===== src/rtl/boa_dma_pkg.sv =====
// Shared types and constants for the mem_dma copy engine.
//   dma_state_t : engine FSM states
//   WORD_BE     : byte-enable pattern for a full 32-bit word write
package boa_dma_pkg;

    typedef enum logic [2:0] {
        IDLE,
        READ,
        CAPT,
        WRITE,
        FIN
    } dma_state_t;

    localparam logic [3:0] WORD_BE = 4'hF;

endpackage


===== src/rtl/mem_dma.sv =====
// mem_dma: word-granular memory-to-memory copy engine acting as the initiator on a boa memory bus.
// A one-cycle start latches the source/destination word addresses and a word count. The engine
// then reads each source word, captures it, and writes it to the destination, in ascending order.
//
// Ports:
//   clk, rst            memory clock, synchronous active-high reset
//   start               start pulse, ignored unless idle
//   src_addr, dst_addr  byte addresses; bits [1:0] ignored
//   len                 number of 32-bit words to copy
//   busy, done          busy while transferring, one-cycle done pulse on completion
//   re, we, addr, wdata bus request outputs (initiator side)
//   rdata, ready        bus response inputs
//
// Optional feature (macro BOA_DMA_FILL_EN): adds fill and fill_data inputs, sampled with start.
// In fill mode the read phase is skipped and fill_data is written to every destination word.
module mem_dma
    import boa_dma_pkg::*;
#(
    parameter int unsigned len_bits = 16
) (
    input  logic                clk,
    input  logic                rst,
    input  logic                start,
    input  logic [31:0]         src_addr,
    input  logic [31:0]         dst_addr,
    input  logic [len_bits-1:0] len,
`ifdef BOA_DMA_FILL_EN
    input  logic                fill,
    input  logic [31:0]         fill_data,
`endif
    output logic                busy,
    output logic                done,
    output logic                re,
    output logic [3:0]          we,
    output logic [31:0]         addr,
    output logic [31:0]         wdata,
    input  logic [31:0]         rdata,
    input  logic                ready
);

    dma_state_t          state_q, state_d;
    logic [29:0]         src_q, src_d;
    logic [29:0]         dst_q, dst_d;
    logic [len_bits-1:0] count_q, count_d;
    logic [31:0]         buf_q, buf_d;
`ifdef BOA_DMA_FILL_EN
    logic                fill_q, fill_d;
`endif

    // Byte-offset bits of the addresses carry no information for word transfers.
    logic unused_addr_lsbs;
    assign unused_addr_lsbs = ^{src_addr[1:0], dst_addr[1:0]};

    always_ff @(posedge clk) begin
        if (rst) begin
            state_q <= IDLE;
            src_q   <= '0;
            dst_q   <= '0;
            count_q <= '0;
            buf_q   <= '0;
`ifdef BOA_DMA_FILL_EN
            fill_q  <= 1'b0;
`endif
        end else begin
            state_q <= state_d;
            src_q   <= src_d;
            dst_q   <= dst_d;
            count_q <= count_d;
            buf_q   <= buf_d;
`ifdef BOA_DMA_FILL_EN
            fill_q  <= fill_d;
`endif
        end
    end

    // Bus outputs decode straight from registered state, so ready=0 holds them unchanged.
    always_comb begin
        state_d = state_q;
        src_d   = src_q;
        dst_d   = dst_q;
        count_d = count_q;
        buf_d   = buf_q;
`ifdef BOA_DMA_FILL_EN
        fill_d  = fill_q;
`endif
        busy    = 1'b0;
        done    = 1'b0;
        re      = 1'b0;
        we      = 4'h0;
        addr    = 32'h0;
        wdata   = 32'h0;

        unique case (state_q)
            IDLE: begin
                if (start) begin
                    src_d   = src_addr[31:2];
                    dst_d   = dst_addr[31:2];
                    count_d = len;
`ifdef BOA_DMA_FILL_EN
                    fill_d  = fill;
                    // Fill data rides in the buffer so WRITE needs no extra mux.
                    if (fill) begin
                        buf_d = fill_data;
                    end
                    if (len == '0) begin
                        state_d = FIN;
                    end else if (fill) begin
                        state_d = WRITE;
                    end else begin
                        state_d = READ;
                    end
`else
                    if (len == '0) begin
                        state_d = FIN;
                    end else begin
                        state_d = READ;
                    end
`endif
                end
            end
            READ: begin
                busy = 1'b1;
                re   = 1'b1;
                addr = {src_q, 2'b00};
                if (ready) begin
                    state_d = CAPT;
                end
            end
            CAPT: begin
                busy    = 1'b1;
                buf_d   = rdata;
                state_d = WRITE;
            end
            WRITE: begin
                busy  = 1'b1;
                we    = WORD_BE;
                addr  = {dst_q, 2'b00};
                wdata = buf_q;
                if (ready) begin
                    // 30-bit pointers wrap naturally past the top of the address space.
                    src_d   = src_q + 30'd1;
                    dst_d   = dst_q + 30'd1;
                    count_d = count_q - len_bits'(1);
                    if (count_q == len_bits'(1)) begin
                        state_d = FIN;
`ifdef BOA_DMA_FILL_EN
                    end else if (fill_q) begin
                        state_d = WRITE;
`endif
                    end else begin
                        state_d = READ;
                    end
                end
            end
            FIN: begin
                done    = 1'b1;
                state_d = IDLE;
            end
            default: begin
                state_d = IDLE;
            end
        endcase
    end

endmodule


===== config.mk =====
export PLATFORM = sky130hd
export DESIGN_NAME = mem_dma
export DESIGN_NICKNAME = d
export VERILOG_FILES = /design/src/rtl/boa_dma_pkg.sv /design/src/rtl/mem_dma.sv
export SDC_FILE = /design/constraint.sdc
export NUM_CORES = 1
export LEC_CHECK = 0
export BUFFER_PORTS_ARGS = -buffer_cell sky130_fd_sc_hd__buf_2
export CORE_MARGIN = 5
export CORE_UTILIZATION = 48
export DETAILED_ROUTE_END_ITERATION = 12
export PLACE_DENSITY = 0.77
export SKIP_LAST_GASP = 1
export SYNTH_ARGS = -nofsm -noshare
export SYNTH_HDL_FRONTEND = slang
export SYNTH_SLANG_ARGS = --single-unit

===== constraint.sdc =====
create_clock -name clk -period 2.15 [get_ports clk]
set_clock_uncertainty 0.1 [all_clocks]
set_input_delay 0.215 -clock clk [delete_from_list [all_inputs] [get_ports clk]]
set_output_delay 0.215 -clock clk [all_outputs]
set_load 0.03 [all_outputs]

==> results of run 1 <==
## through the flow
step                      power (mW)  util, %  worst slack (ns)  setup TNS, ns  cell area [sq um]
after floorplan                 3.10        -           0.00271              0               6610
after global placement          3.59     60.9            0.0985              0               8120
after detailed placement        3.62     60.9            0.0575              0               8120
after CTS                       5.41     65.9            0.0310              0               8790
after global routing            5.68     66.8           -0.0141        -0.0599               8920
final                           5.45     66.8            0.0530              0               8920
## per-layer routing
layer | share of wire (%) | up-vias | global-route usage, %
met5 | 0 | - | 0
met4 | 2.5 | 0 | 9.84
met3 | 10 | 47 | 7.18
met2 | 48 | 415 | 46.6
met1 | 39 | 3686 | 34.0
li1 | - | 3788 | -
## cell type report
type | count | area (sq um)
fillers | 1150 | 4430
multi-input cells | 705 | 4100
flip-flops and latches | 111 | 2230
repair buffers | 298 | 2030
clock buffers | 9 | 225
well taps | 176 | 220
clock inverters | 7 | 80.1
inverters | 5 | 21.3
## worst max-delay path, stage by stage (launching register included)
cell and delay [ns]:
dfxtp_1 0.33, inv_1 0.08, ha_1 0.20, or4b_1 0.47
or2_1 0.30, o41ai_2 0.31, nand2_1 0.10, a21oi_1 0.14
## kinds of logic (layout without fill, tap and decap cells)
group,count (synthesis),in the layout,synth area share [%]
simple gates,415,415,32.2
compound gates,272,272,26.3
flops,111,111,33.6
buf+inv,85,319,5.26
mux,10,10,1.55
fa+ha+maj,4,4,0.757
xor+xnor,2,2,0.265
other cells,1,2,0.0568
## timing repair
action,in CTS,in global routing
setup buffers,2,3
hold buffers,31,0
gates resized for setup,3,15
endpoints found under the hold margin,31,0
pin swaps,0,2
endpoints found under the setup margin,52,59
gates cloned,1,2
## worst paths after layout
check              startpoint           to  slack (ns)  cells after the start
hold reg to reg     buf_q[30]    buf_q[30]        0.35                      2
setup reg to reg   count_q[0]  count_q[12]        0.05                      7
setup / recovery   count_q[0]  count_q[12]        0.05                      7
hold / removal    src_addr[2]     src_q[0]        0.02                      3
## state kept, by name, indices dropped and copies added (netlist names)
| name | count |
|---|---|
| src_q | 30 |
| dst_q | 30 |
| count_q | 16 |
| buf_q | 32 |
| state_q | 3 |
## power groups by stage
stage                     logic [mW]  clock network, mW  registers [mW]
after floorplan                0.721                  0            2.38
after global placement          1.19                  0            2.39
after detailed placement        1.22                  0            2.40
after CTS                       1.27               1.79            2.35
after global routing            1.45               1.85            2.38
final                           1.33               1.76            2.36
## synth_stat cells (all sizes together), types with 3 or more instances
| cell type | n |
|---|---|
| nand2 | 151 |
| a21o | 6 |
| nand4b | 4 |
| a22o | 33 |
| and4 | 7 |
| a41oi | 3 |
| a22oi | 4 |
| o311ai | 4 |
| o41ai | 9 |
| o31ai | 3 |
| or3 | 8 |
| or2 | 4 |
| a211oi | 10 |
| nor3 | 22 |
| a31oi | 13 |
| nor4 | 21 |
| a21oi | 97 |
| dfxtp | 111 |
| nand4 | 17 |
| nor3b | 4 |
| a31o | 3 |
| a32o | 6 |
| o22ai | 10 |
| mux2i | 8 |
| and3 | 22 |
| nor2 | 52 |
| o211ai | 3 |
| o21ai | 53 |
| or4 | 10 |
| a221oi | 4 |
| clkbuf | 64 |
| nand3b | 3 |
| inv | 5 |
| ha | 4 |
| buf | 16 |
| a311oi | 4 |
| and2 | 41 |
| nand3 | 41 |
==> metrics.md, run 1 <==
| Metric | Value |
|---|---|
| CTS buffer count | `9` |
| Least-Margin Pin Slew | `0.683 ns` |
| Final wirelength | `23.3 mm` |
| Largest net degree at the start of global routing | `76` |
| Post-Syn Instances | `900` |
| CP arrival | `2.29 ns` |
| Final Hold Fails | `0` |
| Drt initial violations | `862` |
| CTS tree | `yes` |
| Detailed Place HPWL | `15.5 mm` |
| Number of synthesized register bits | `111` |
| Clock Power Share | `32.3%` |
| Startpoint types | `flip-flop` |
| Critical path capture point type | `flip-flop` |
| Commonest non-fill, non-tap cell in the layout | `buf_2` |
| Avg Inst Size Synth | `7.34 sq um` |
| CTS H-tree depth | `3` |
| Max Cap Viol | `0` |
| Cell Int Power | `3.71 mW` |
| DIE HEIGHT | `127 um` |
| Post-layout min period | `2.10 ns` |
| Combinational share of power | `24.3%` |
| Hold WS | `0.0152 ns` |
| Final slew viol count | `0` |
| VDD IR max | `589 uV` |
| Syn Std Cell Area | `6610 sq um` |
| Routability-driven placement congestion ratio | `0.951` |
| Most frequent cells in the layout | `179 x buf_2, 149 x nand2_1, 106 x dfxtp_1` |
| I/O pins | `187` |
| WS Path Type | `flip-flop to flip-flop` |
| Core Footprint | `13300 sq um` |
| Synth top area share | `33.6%` |
| Dpl cells | `1256` |
| Slew margin rel. | `54.5%` |
| Die X-Extent | `127 um` |
| Synth warn | `0` |
| Seq/Total Area, Yosys | `33.6%` |
| Final Cycle Share | `97.5%` |
| Cell Pwr Density | `611 nW/um^2` |
| Later-pin clock latency in the skew report | `0.36 ns` |
| CTS Root Cell | `clkbuf_16` |
| Area grow syn2layout | `35.0%` |
| Clk sinks | `111` |
| Sw Share | `32.0%` |
| Diodes inserted | `0` |
| Bufs on Longest Clock Path | `2` |
| First-pass GRT wire length | `37.2 mm` |
| Initial antenna violation count | `0` |
| Port bufs | `180` |
| Crit Path Max Fanout | `4` |
| FP Rows | `42` |
| Layout Nets | `1250` |
| RSZ-0062 raised after global routing | `true` |
| Via count | `7936` |
| Via/cell ratio | `6.05` |
| Antenna viol nets, final | `0` |
| Share of cells above drive strength 1 | `27.6%` |
| Remaining routing DRC violations | `0` |
| Post-synth ARST share | `0%` |
| Status | `finished clean` |
| Synth area leaders | `dfxtp_1 34%, nand2_1 8.6%, a21oi_1 7.3%` |
| Starting density of the core | `49.5%` |
| Worst Hold Class | `input port to flip-flop` |
| Setup Viol. Count Final | `0` |
| Top_reg_cell synth | `dfxtp_1` |
| Grt ovf | `0` |
| Seq pwr share | `43.3%` |
| LEAKAGE | `3.79 nW` |
| Worst endpoint required time | `2.35 ns` |
| P_sw | `1.74 mW` |
| Final std cells w/o fill | `1311` |
| Fmax | `477 MHz` |
| Clk slew on worst S/H paths | `0.08 ns` |
| GRT Overall Usage | `27.6%` |
| Distinct cells, synth | `65` |
| Pre-antenna DRT Iters | `5` |
| Vias in the first global route | `7597` |
| Wire length per cell | `17.8 um` |
| Post-synth top area cell | `dfxtp_1` |
| Die footprint | `16200 sq um` |
| Number of synthesized flops with an enable pin | `0` |
No activity file was read; power rests on OpenSTA's default activity.
==> run 2, diff against run 1 <==
--- a/config.mk
+++ b/config.mk
@@ -6,6 +6,7 @@
 export NUM_CORES = 1
 export LEC_CHECK = 0
 export BUFFER_PORTS_ARGS = -buffer_cell sky130_fd_sc_hd__buf_2
+export CORE_ASPECT_RATIO = 1.1
 export CORE_MARGIN = 5
 export CORE_UTILIZATION = 48
 export DETAILED_ROUTE_END_ITERATION = 12
==> constraint.sdc (replaced) <==
create_clock -name clk -period 1.83 [get_ports clk]
set_clock_uncertainty 0.1 [all_clocks]
set_input_delay 0.183 -clock clk [delete_from_list [all_inputs] [get_ports clk]]
set_output_delay 0.183 -clock clk [all_outputs]
set_load 0.03 [all_outputs]
==> run 2 against run 1 <==
The run now ends with negative setup slack left. Utilization is 13 points higher. Sequential power grew 17%. Sequential share of layout area fell by 4.4 points. Worst setup slack lost 0.29 ns. Power rose by 29%. Final area is 23% higher. Non-clock buffer count up 111. Register-to-register slack lost 0.29 ns. First-iteration DRC count up 35%. Critical endpoint is now dst_q[29]. Largest cell class unchanged. Highest routed layer unchanged.
==> metrics.md, run 2 (synthesized netlist as in run 1, its figures left out) <==
| Metric | Value |
|---|---|
| Top cell family by delay on the critical path | `simple AND/OR/NAND/NOR gates` |
| Setup Viol. Count Final | `108 (+108)` |
| GRT Overall Usage | `29.9% (+2.3 points)` |
| Combinational share of power | `31.0% (+6.7 points)` |
| Pre-CTS setup slack | `-0.136 ns (-0.193 ns)` |
| Most common cell on crit path | `buf_4` |
| Final setup margin | `-0.235 ns (-0.288 ns)` |
| Drt initial violations | `1161 (+35%)` |
| Core Footprint | `13700 sq um (+2.5%)` |
| Die X-Extent | `122 um (-4.3%)` |
| CP peak stage delay | `0.40 ns (-0.07 ns)` |
| Seq pwr share | `39.5% (-3.8 points)` |
| P_sw | `2.31 mW (+33%)` |
| I/O pins | `187 (unchanged)` |
| Bufs on Longest Clock Path | `2 (unchanged)` |
| Layout Nets | `1361 (+8.9%)` |
| Via count | `9370 (+18%)` |
| Vias in the first global route | `8025 (+5.6%)` |
| Final wirelength | `31.4 mm (+35%)` |
| Most frequent cells in the layout | `169 x buf_4, 149 x nand2_1, 127 x buf_2` |
| R2r setup slk | `-0.23 ns (-0.29 ns)` |
| Final Cycle Share | `113% (+15 points)` |
| Worst Hold Class | `input port to flip-flop` |
| CTS H-tree depth | `3 (unchanged)` |
| Share of cells above drive strength 1 | `44.5% (+17 points)` |
| Slowest-stage cell, CP | `or3b_1` |
| Largest registers | `buf_q (32), dst_q (30), src_q (30)` |
| VDD IR max | `662 uV (+12%)` |
| Clock Power Share | `29.5% (-2.8 points)` |
| Initial antenna violation count | `0 (unchanged)` |
| Max Cap Viol | `0 (unchanged)` |
| First-pass GRT wire length | `39.4 mm (+5.7%)` |
| Register area | `2270 sq um (+1.5%)` |
| Area of placed instances | `8810 sq um (+8.5%)` |
| Antenna viol nets, final | `0 (unchanged)` |
| Status | `complete, but fails checks` |
| Starting density of the core | `48.3% (-1.2 points)` |
| Port bufs | `180 (unchanged)` |
| LEAKAGE | `4.72 nW (+25%)` |
| Cell Int Power | `4.71 mW (+27%)` |
| Largest Register | `buf_q` |
| Detailed Place HPWL | `16.5 mm (+6.7%)` |
| DIE HEIGHT | `133 um (+4.5%)` |
| Violated checks | `negative setup slack` |
| Area grow syn2layout | `65.8%` |
| CP arrival | `2.21 ns (-0.08 ns)` |
| Fmax | `484 MHz (+1.6%)` |
| Final core utilization | `80.1% (+13 points)` |
| RSZ-0062 raised after global routing | `true` |
| Fill count | `765 (-33%)` |
| Least-Margin Pin Slew | `0.566 ns (-0.117 ns)` |
| Crit path cell chain | `nand2_1 > or2_4 > buf_4 > nor4_2 > buf_4 > a31oi_1 > or3b_1` |
| Die footprint | `16200 sq um (about the same)` |
| Crit Path Max Fanout | `3 (-1)` |
| Diodes inserted | `0 (unchanged)` |
| Sw Share | `32.9% (+0.97 points)` |
| Post-layout min period | `2.06 ns (-0.0322 ns)` |
| Remaining routing DRC violations | `0 (unchanged)` |
| Area of the multi-input gates | `4670 sq um (+14%)` |
| Routability-driven placement congestion ratio | `0.960 (+0.90%)` |
| FP Rows | `45 (+7.1%)` |
| Via/cell ratio | `6.53 (+7.9%)` |
| Max reg flops | `32 (unchanged)` |
| Wire length per cell | `21.9 um (+23%)` |
| CTS buffer count | `9 (unchanged)` |
| CTS Root Cell | `clkbuf_16` |
| Later-pin clock latency in the skew report | `0.37 ns (about the same)` |
| Final slew viol count | `0 (unchanged)` |
| Final instance area | `11000 sq um (+23%)` |
| Commonest non-fill, non-tap cell in the layout | `buf_4` |
| Critical path capture point type | `flip-flop` |
| Final Hold Fails | `0 (unchanged)` |
| CTS tree | `yes` |
| WS Path Type | `flip-flop to flip-flop` |
| Grt ovf | `0 (unchanged)` |
| Largest net degree at the start of global routing | `42 (-45%)` |
| Pre-antenna DRT Iters | `6 (+1)` |
| Worst endpoint required time | `1.97 ns (-0.38 ns)` |
| Cell Pwr Density | `640 nW/um^2 (+4.8%)` |
| Startpoint types | `flip-flop` |
| CP bufs+invs | `2 (+1)` |
| Clk slew on worst S/H paths | `0.08 ns (about the same)` |
| Slew margin rel. | `62.0% (+7.5 points)` |
| Clk sinks | `111 (unchanged)` |
[run 2: changes by cell type in the layout (fill, tap and decap cells not counted), moves of 10 or more]
cell / before / now
buf_4: 75 / 169
buf_2: 179 / 127
buf_6: 0 / 41
and2_1: 41 / 8
a22o_1: 33 / 5
a22o_2: 0 / 28
and2_4: 0 / 23
dfxtp_1: 106 / 86
dfxtp_2: 3 / 20
and2_2: 0 / 10
[run 2: worst reg2reg max path, cell delays in order, from the launching register on]
cell     delay (ns)
dfxtp_1        0.37
nand2_1        0.11
or2_4          0.28
buf_4          0.14
nor4_2         0.25
buf_4          0.17
a31oi_1        0.12
or3b_1         0.40
[run 2: what timing repair did]
action	CTS	global route
setup endpoints to repair	115	136
endpoints found under the hold margin	36	0
pin swaps	9	64
cloned	3	12
gates resized for setup	68	175
setup buffers	13	29
hold buffers	36	0
[run 2: layer usage]
| metal | track usage [%] | vias up | wire length (um) |
|---|---|---|---|
| li1 | - | 4006 | - |
| met2 | 49.4 | 807 | 14700 |
| met3 | 6.33 | 239 | 3870 |
| met1 | 35.9 | 4318 | 10500 |
| met5 | 0 | - | 0 |
| met4 | 16.6 | 0 | 2330 |
[run 2: cell type report]
class	instances	share of cell area [%]
Clock inverter	6	0.548
Timing Repair Buffer	409	31.6
Sequential cell	111	20.7
Multi-Input combinational cell	705	42.6
Tap cell	188	2.15
Inverter	5	0.194
Clock buffer	10	2.18
[run 2: worst paths after layout]
kind / endpoint / depth (start not counted) / startpoint
worst min register to register: buf_q[27] / 2 / buf_q[27]
worst max-delay path: dst_q[29] / 7 / dst_q[14]
worst min-delay path: count_q[0] / 3 / len[0]
worst max register to register: dst_q[29] / 7 / dst_q[14]
[run 2: power groups by stage]
stage | clock [mW] | sequential (mW) | combinational, mW
after floorplan | 0 | 2.82 | 0.897
after global placement | 0 | 2.79 | 1.62
after detailed placement | 0 | 2.80 | 1.65
after CTS | 2.04 | 2.74 | 1.82
after global routing | 2.16 | 2.79 | 2.28
final | 2.07 | 2.77 | 2.17
[run 2: per-stage QoR]
step / setup TNS [ns] / power, mW / instances / hold slack, ns
detailed placement: -2.96 / 4.45 / 1327 / 0.329
finish: -8.65 / 7.02 / 1434 / 0.0212
global route: -16.71 / 7.22 / 1434 / 0.0397
global placement: -0.654 / 4.41 / 1327 / 0.323
floorplan: -0.602 / 3.71 / 901 / 0.219
CTS: -5.29 / 6.60 / 1395 / 0.0184
==> run 3, diff against run 2 <==
--- a/config.mk
+++ b/config.mk
@@ -8,9 +8,10 @@
 export BUFFER_PORTS_ARGS = -buffer_cell sky130_fd_sc_hd__buf_2
 export CORE_ASPECT_RATIO = 1.1
 export CORE_MARGIN = 5
-export CORE_UTILIZATION = 48
+export CORE_UTILIZATION = 49
+export CTS_BUF_LIST = sky130_fd_sc_hd__clkbuf_2
 export DETAILED_ROUTE_END_ITERATION = 12
-export PLACE_DENSITY = 0.77
+export PLACE_DENSITY = 0.79
 export SKIP_LAST_GASP = 1
 export SYNTH_ARGS = -nofsm -noshare
 export SYNTH_HDL_FRONTEND = slang
==> run 3 against run 2 <==
Synthesized cell count did not move. Synthesized area stayed put. The flow now stops in 5_1_grt.
==> metrics.md, run 3 <==
| Metric | Value |
|---|---|
| Top cells by count, synth | `151 x nand2_1, 111 x dfxtp_1, 97 x a21oi_1` |
| Grt ovf | `5` |
| Syn Std Cell Area | `6610 sq um (unchanged)` |
| Die X-Extent | `121 um (-0.94%)` |
| Stopping stage | `5_1_grt` |
| Number of synthesized flops with an enable pin | `0 (unchanged)` |
| Post-synth ARST share | `0% (unchanged)` |
| Synth warn | `0 (unchanged)` |
| Largest net degree at the start of global routing | `72` |
| Port bufs | `180 (unchanged)` |
| Synth top area share | `33.6% (unchanged)` |
| Synth area leaders | `dfxtp_1 34%, nand2_1 8.6%, a21oi_1 7.3%` |
| Pre-CTS setup slack | `-0.137 ns (-0.00111 ns)` |
| Status | `did not finish` |
| GRT Overall Usage | `66.3%` |
| Avg Inst Size Synth | `7.34 sq um (unchanged)` |
| Bufs on Longest Clock Path | `2 (unchanged)` |
| Starting density of the core | `50.0% (+1.7 points)` |
| DIE HEIGHT | `132 um (-0.95%)` |
| CTS H-tree depth | `3 (unchanged)` |
| Routability-driven placement congestion ratio | `0.912 (-4.9%)` |
| Distinct cells, synth | `65 (unchanged)` |
| Top_reg_cell synth | `dfxtp_1` |
| Post-Syn Instances | `900 (unchanged)` |
| Clk sinks | `111 (unchanged)` |
| Detailed Place HPWL | `16.4 mm (-0.54%)` |
| CTS buffer count | `9 (unchanged)` |
| I/O pins | `187 (unchanged)` |
| Number of synthesized register bits | `111 (unchanged)` |
| Count leader, synth | `nand2_1` |
| Error message | `[ERROR GRT-0232] Routing congestion too high. Check the congestion heatmap in the GUI.` |
| Seq/Total Area, Yosys | `33.6% (unchanged)` |
| Post-synth top area cell | `dfxtp_1` |
| CTS Root Cell | `clkbuf_2` |
| FP Rows | `44 (-2.2%)` |
-- run 3: cell counts after synthesis --
Identical to the previous run, type by type.
-- run 3: stage by stage --
step / instance area [sq um] / hold slack (ns) / util [%] / cells
2_1_floorplan: 6840 / 0.219 / - / 901
3_3_place_gp: 8770 / 0.323 / 66.4 / 1302
3_5_place_dp: 8770 / 0.329 / 66.4 / 1302
4_1_cts: 12100 / 0.157 / 91.5 / 1502
-- run 3: metal layers --
layer / GRT usage [%] / overflow
met1: 66.3 / 0
met3: 50.2 / 0
met2: 84.2 / 5
met5: 20.9 / 0
met4: 62.4 / 0
-- run 3: kinds of logic after synthesis --
| family | count (synthesis) | share of synthesized area (%) |
|---|---|---|
| multiplexers | 10 | 1.55 |
| other | 1 | 0.0568 |
| AO/OA/AOI/OAI | 272 | 26.3 |
| AND/OR/NAND/NOR | 415 | 32.2 |
| adder cells (fa/ha/maj) | 4 | 0.757 |
| flip-flops | 111 | 33.6 |
| buffers and inverters | 85 | 5.26 |
| XOR/XNOR | 2 | 0.265 |
-- run 3: what timing repair did --
| action | CTS |
|---|---|
| pin swaps | 97 |
| resized for setup | 324 |
| setup buffers | 53 |
| cloned | 21 |
| endpoints found under the setup margin | 123 |
| hold buffers | 111 |
| endpoints found under the hold margin | 111 |
==> run 4, diff against run 3 <==
--- a/config.mk
+++ b/config.mk
@@ -6,12 +6,10 @@
 export NUM_CORES = 1
 export LEC_CHECK = 0
 export BUFFER_PORTS_ARGS = -buffer_cell sky130_fd_sc_hd__buf_2
-export CORE_ASPECT_RATIO = 1.1
 export CORE_MARGIN = 5
-export CORE_UTILIZATION = 49
-export CTS_BUF_LIST = sky130_fd_sc_hd__clkbuf_2
+export CORE_UTILIZATION = 40
 export DETAILED_ROUTE_END_ITERATION = 12
-export PLACE_DENSITY = 0.79
+export PLACE_DENSITY_LB_ADDON = 0.15
 export SKIP_LAST_GASP = 1
 export SYNTH_ARGS = -nofsm -noshare
 export SYNTH_HDL_FRONTEND = slang
==> constraint.sdc (replaced) <==
create_clock -name clk -period 2.4 [get_ports clk]
set_clock_uncertainty 0.1 [all_clocks]
set_input_delay 0.24 -clock clk [delete_from_list [all_inputs] [get_ports clk]]
set_output_delay 0.24 -clock clk [all_outputs]
set_load 0.03 [all_outputs]
==> run 4 against run 3 <==
The flow now finishes without violations.
==> metrics.md, run 4 (synthesized netlist as in run 1, its figures left out) <==
| Metric | Value |
|---|---|
| LEAKAGE | `3.47 nW` |
| Status | `finished clean` |
| Worst Reg-to-Reg Cells | `5` |
| Final Power | `4.93 mW` |
| CTS H-tree depth | `3 (unchanged)` |
| Die footprint | `19200 sq um` |
| Slew margin rel. | `55.6%` |
| First-pass GRT wire length | `36.4 mm` |
| Post-layout min period | `2.23 ns` |
| Initial antenna violation count | `2` |
| Via count | `7316` |
| Starting density of the core | `40.3% (-9.7 points)` |
| Final setup margin | `0.173 ns` |
| Share of cells above drive strength 1 | `25.0%` |
| Largest net degree at the start of global routing | `61` |
| Crit Path Max Fanout | `8` |
| Routability-driven placement congestion ratio | `0.864 (-5.3%)` |
| CTS Root Cell | `clkbuf_16` |
| Register area | `2230 sq um` |
| Port bufs | `180 (unchanged)` |
| VDD IR max | `400 uV` |
| Final instance area | `8330 sq um` |
| Hold Path Sink | `buf_q[24]` |
| Layout Nets | `1185` |
| CTS buffer count | `9 (unchanged)` |
| Hold_sp | `rdata[24]` |
| Final Hold Fails | `0` |
| Later-pin clock latency in the skew report | `0.36 ns` |
| Pre-CTS setup slack | `0.201 ns (+0.337 ns)` |
| Fmax | `449 MHz` |
| Launch point of the worst reg-to-reg path | `src_q[5]` |
| Worst endpoint required time | `2.55 ns` |
| Bufs on Longest Clock Path | `2 (unchanged)` |
| Area grow syn2layout | `26.0%` |
| Via/cell ratio | `5.67` |
| Area of the multi-input gates | `4070 sq um` |
| Reg-to-reg endpoint | `src_q[29]` |
| Drt initial violations | `635` |
| Max Cap Viol | `0` |
| I/O pins | `187 (unchanged)` |
| Final slew viol count | `0` |
| FP Rows | `47 (+6.8%)` |
| Critical path capture point type | `flip-flop` |
| Final core utilization | `50.7%` |
| Final wirelength | `22.5 mm` |
| Largest Register | `buf_q` |
| CTS tree | `yes` |
| Cell Pwr Density | `592 nW/um^2` |
| Grt ovf | `0` |
| RSZ-0062 raised after global routing | `false` |
| Largest registers | `buf_q (32), dst_q (30), src_q (30)` |
| Wire length per cell | `17.4 um` |
| Commonest non-fill, non-tap cell in the layout | `buf_2` |
| Remaining routing DRC violations | `0` |
| GRT Overall Usage | `22.7%` |
| CP arrival | `2.38 ns` |
| Worst Hold Class | `input port to flip-flop` |
| Setup Viol. Count Final | `0` |
| Detailed Place HPWL | `15.5 mm (-5.8%)` |
| Max reg flops | `32` |
| Vias in the first global route | `6912` |
| Startpoint types | `flip-flop` |
| Most frequent cells in the layout | `179 x buf_2, 150 x nand2_1, 108 x dfxtp_1` |
| Least-Margin Pin Slew | `0.667 ns` |
| Hold Path Depth | `3` |
| Antenna viol nets, final | `0` |
| Clk sinks | `111 (unchanged)` |
| R2r setup slk | `0.17 ns` |
| Core Footprint | `16400 sq um` |
| Final setup TNS | `0 ns` |
| Die X-Extent | `139 um (+15%)` |
| WS Path Type | `flip-flop to flip-flop` |
| Final Cycle Share | `92.8%` |
| Area of placed instances | `7910 sq um (-9.8%)` |
| Fill count | `1647` |
| DIE HEIGHT | `139 um (+5.1%)` |
| Pre-antenna DRT Iters | `5` |
| Clk slew on worst S/H paths | `0.08 ns` |
-- run 4: metal layers --
metal / part of all wire, % / GRT usage [%] / wire (um) / up-vias
met1: 44 / 30.0 / 9960 / 3386
met3: 7.7 / 6.56 / 1730 / 27
met4: 1.1 / 4.06 / 239 / 2
met5: 0.031 / 0 / 7 / -
met2: 47 / 37.3 / 10600 / 263
li1: - / - / - / 3638
-- run 4: worst max path at each step --
stage                          start   endpoint  slack, ns
final                       src_q[5]  src_q[29]       0.17
after global placement      src_q[5]  src_q[29]       0.21
after detailed placement  state_q[0]   addr[26]       0.20
after global routing        src_q[5]  src_q[23]       0.08
after floorplan           state_q[0]   addr[22]       0.23
after CTS                 state_q[2]   addr[26]       0.01
-- run 4: power breakdown --
group,internal [mW],total [mW],switching [mW]
Combinational,0.410,1.02,0.610
Clock,1.03,1.77,0.741
Sequential,1.98,2.14,0.157
Total,3.42,4.93,1.51
-- run 4: layout make-up --
type,instances,area share (%)
antenna,1,0.0301
clock buffer,10,2.75
clock inverter,6,1.40
inverter,5,0.240
multi-input combinational,705,48.9
sequential,111,26.7
tap,220,3.31
timing repair buffer,233,16.7
-- run 4: repair_timing --
item,CTS,global route
gates cloned,1,0
resized for setup,4,0
buffers inserted,0,1
hold buffers,2,0
hold endpoints to repair,2,0
endpoints found under the setup margin,45,30
-- run 4: worst max-delay path, stage by stage (launching register included) --
cell and delay (ns):
dfxtp_1 0.41, nand3_1 0.24, or4_1 0.77, o311ai_1 0.35, a31o_1 0.18, o21ai_1 0.06
-- run 4: metrics by stage --
stage	hold slack (ns)	cells
after detailed placement	0.343	1270
after CTS	0.000410	1289
after global placement	0.337	1270
after global routing	0.00488	1291
after floorplan	0.276	901
final	0.0111	1291
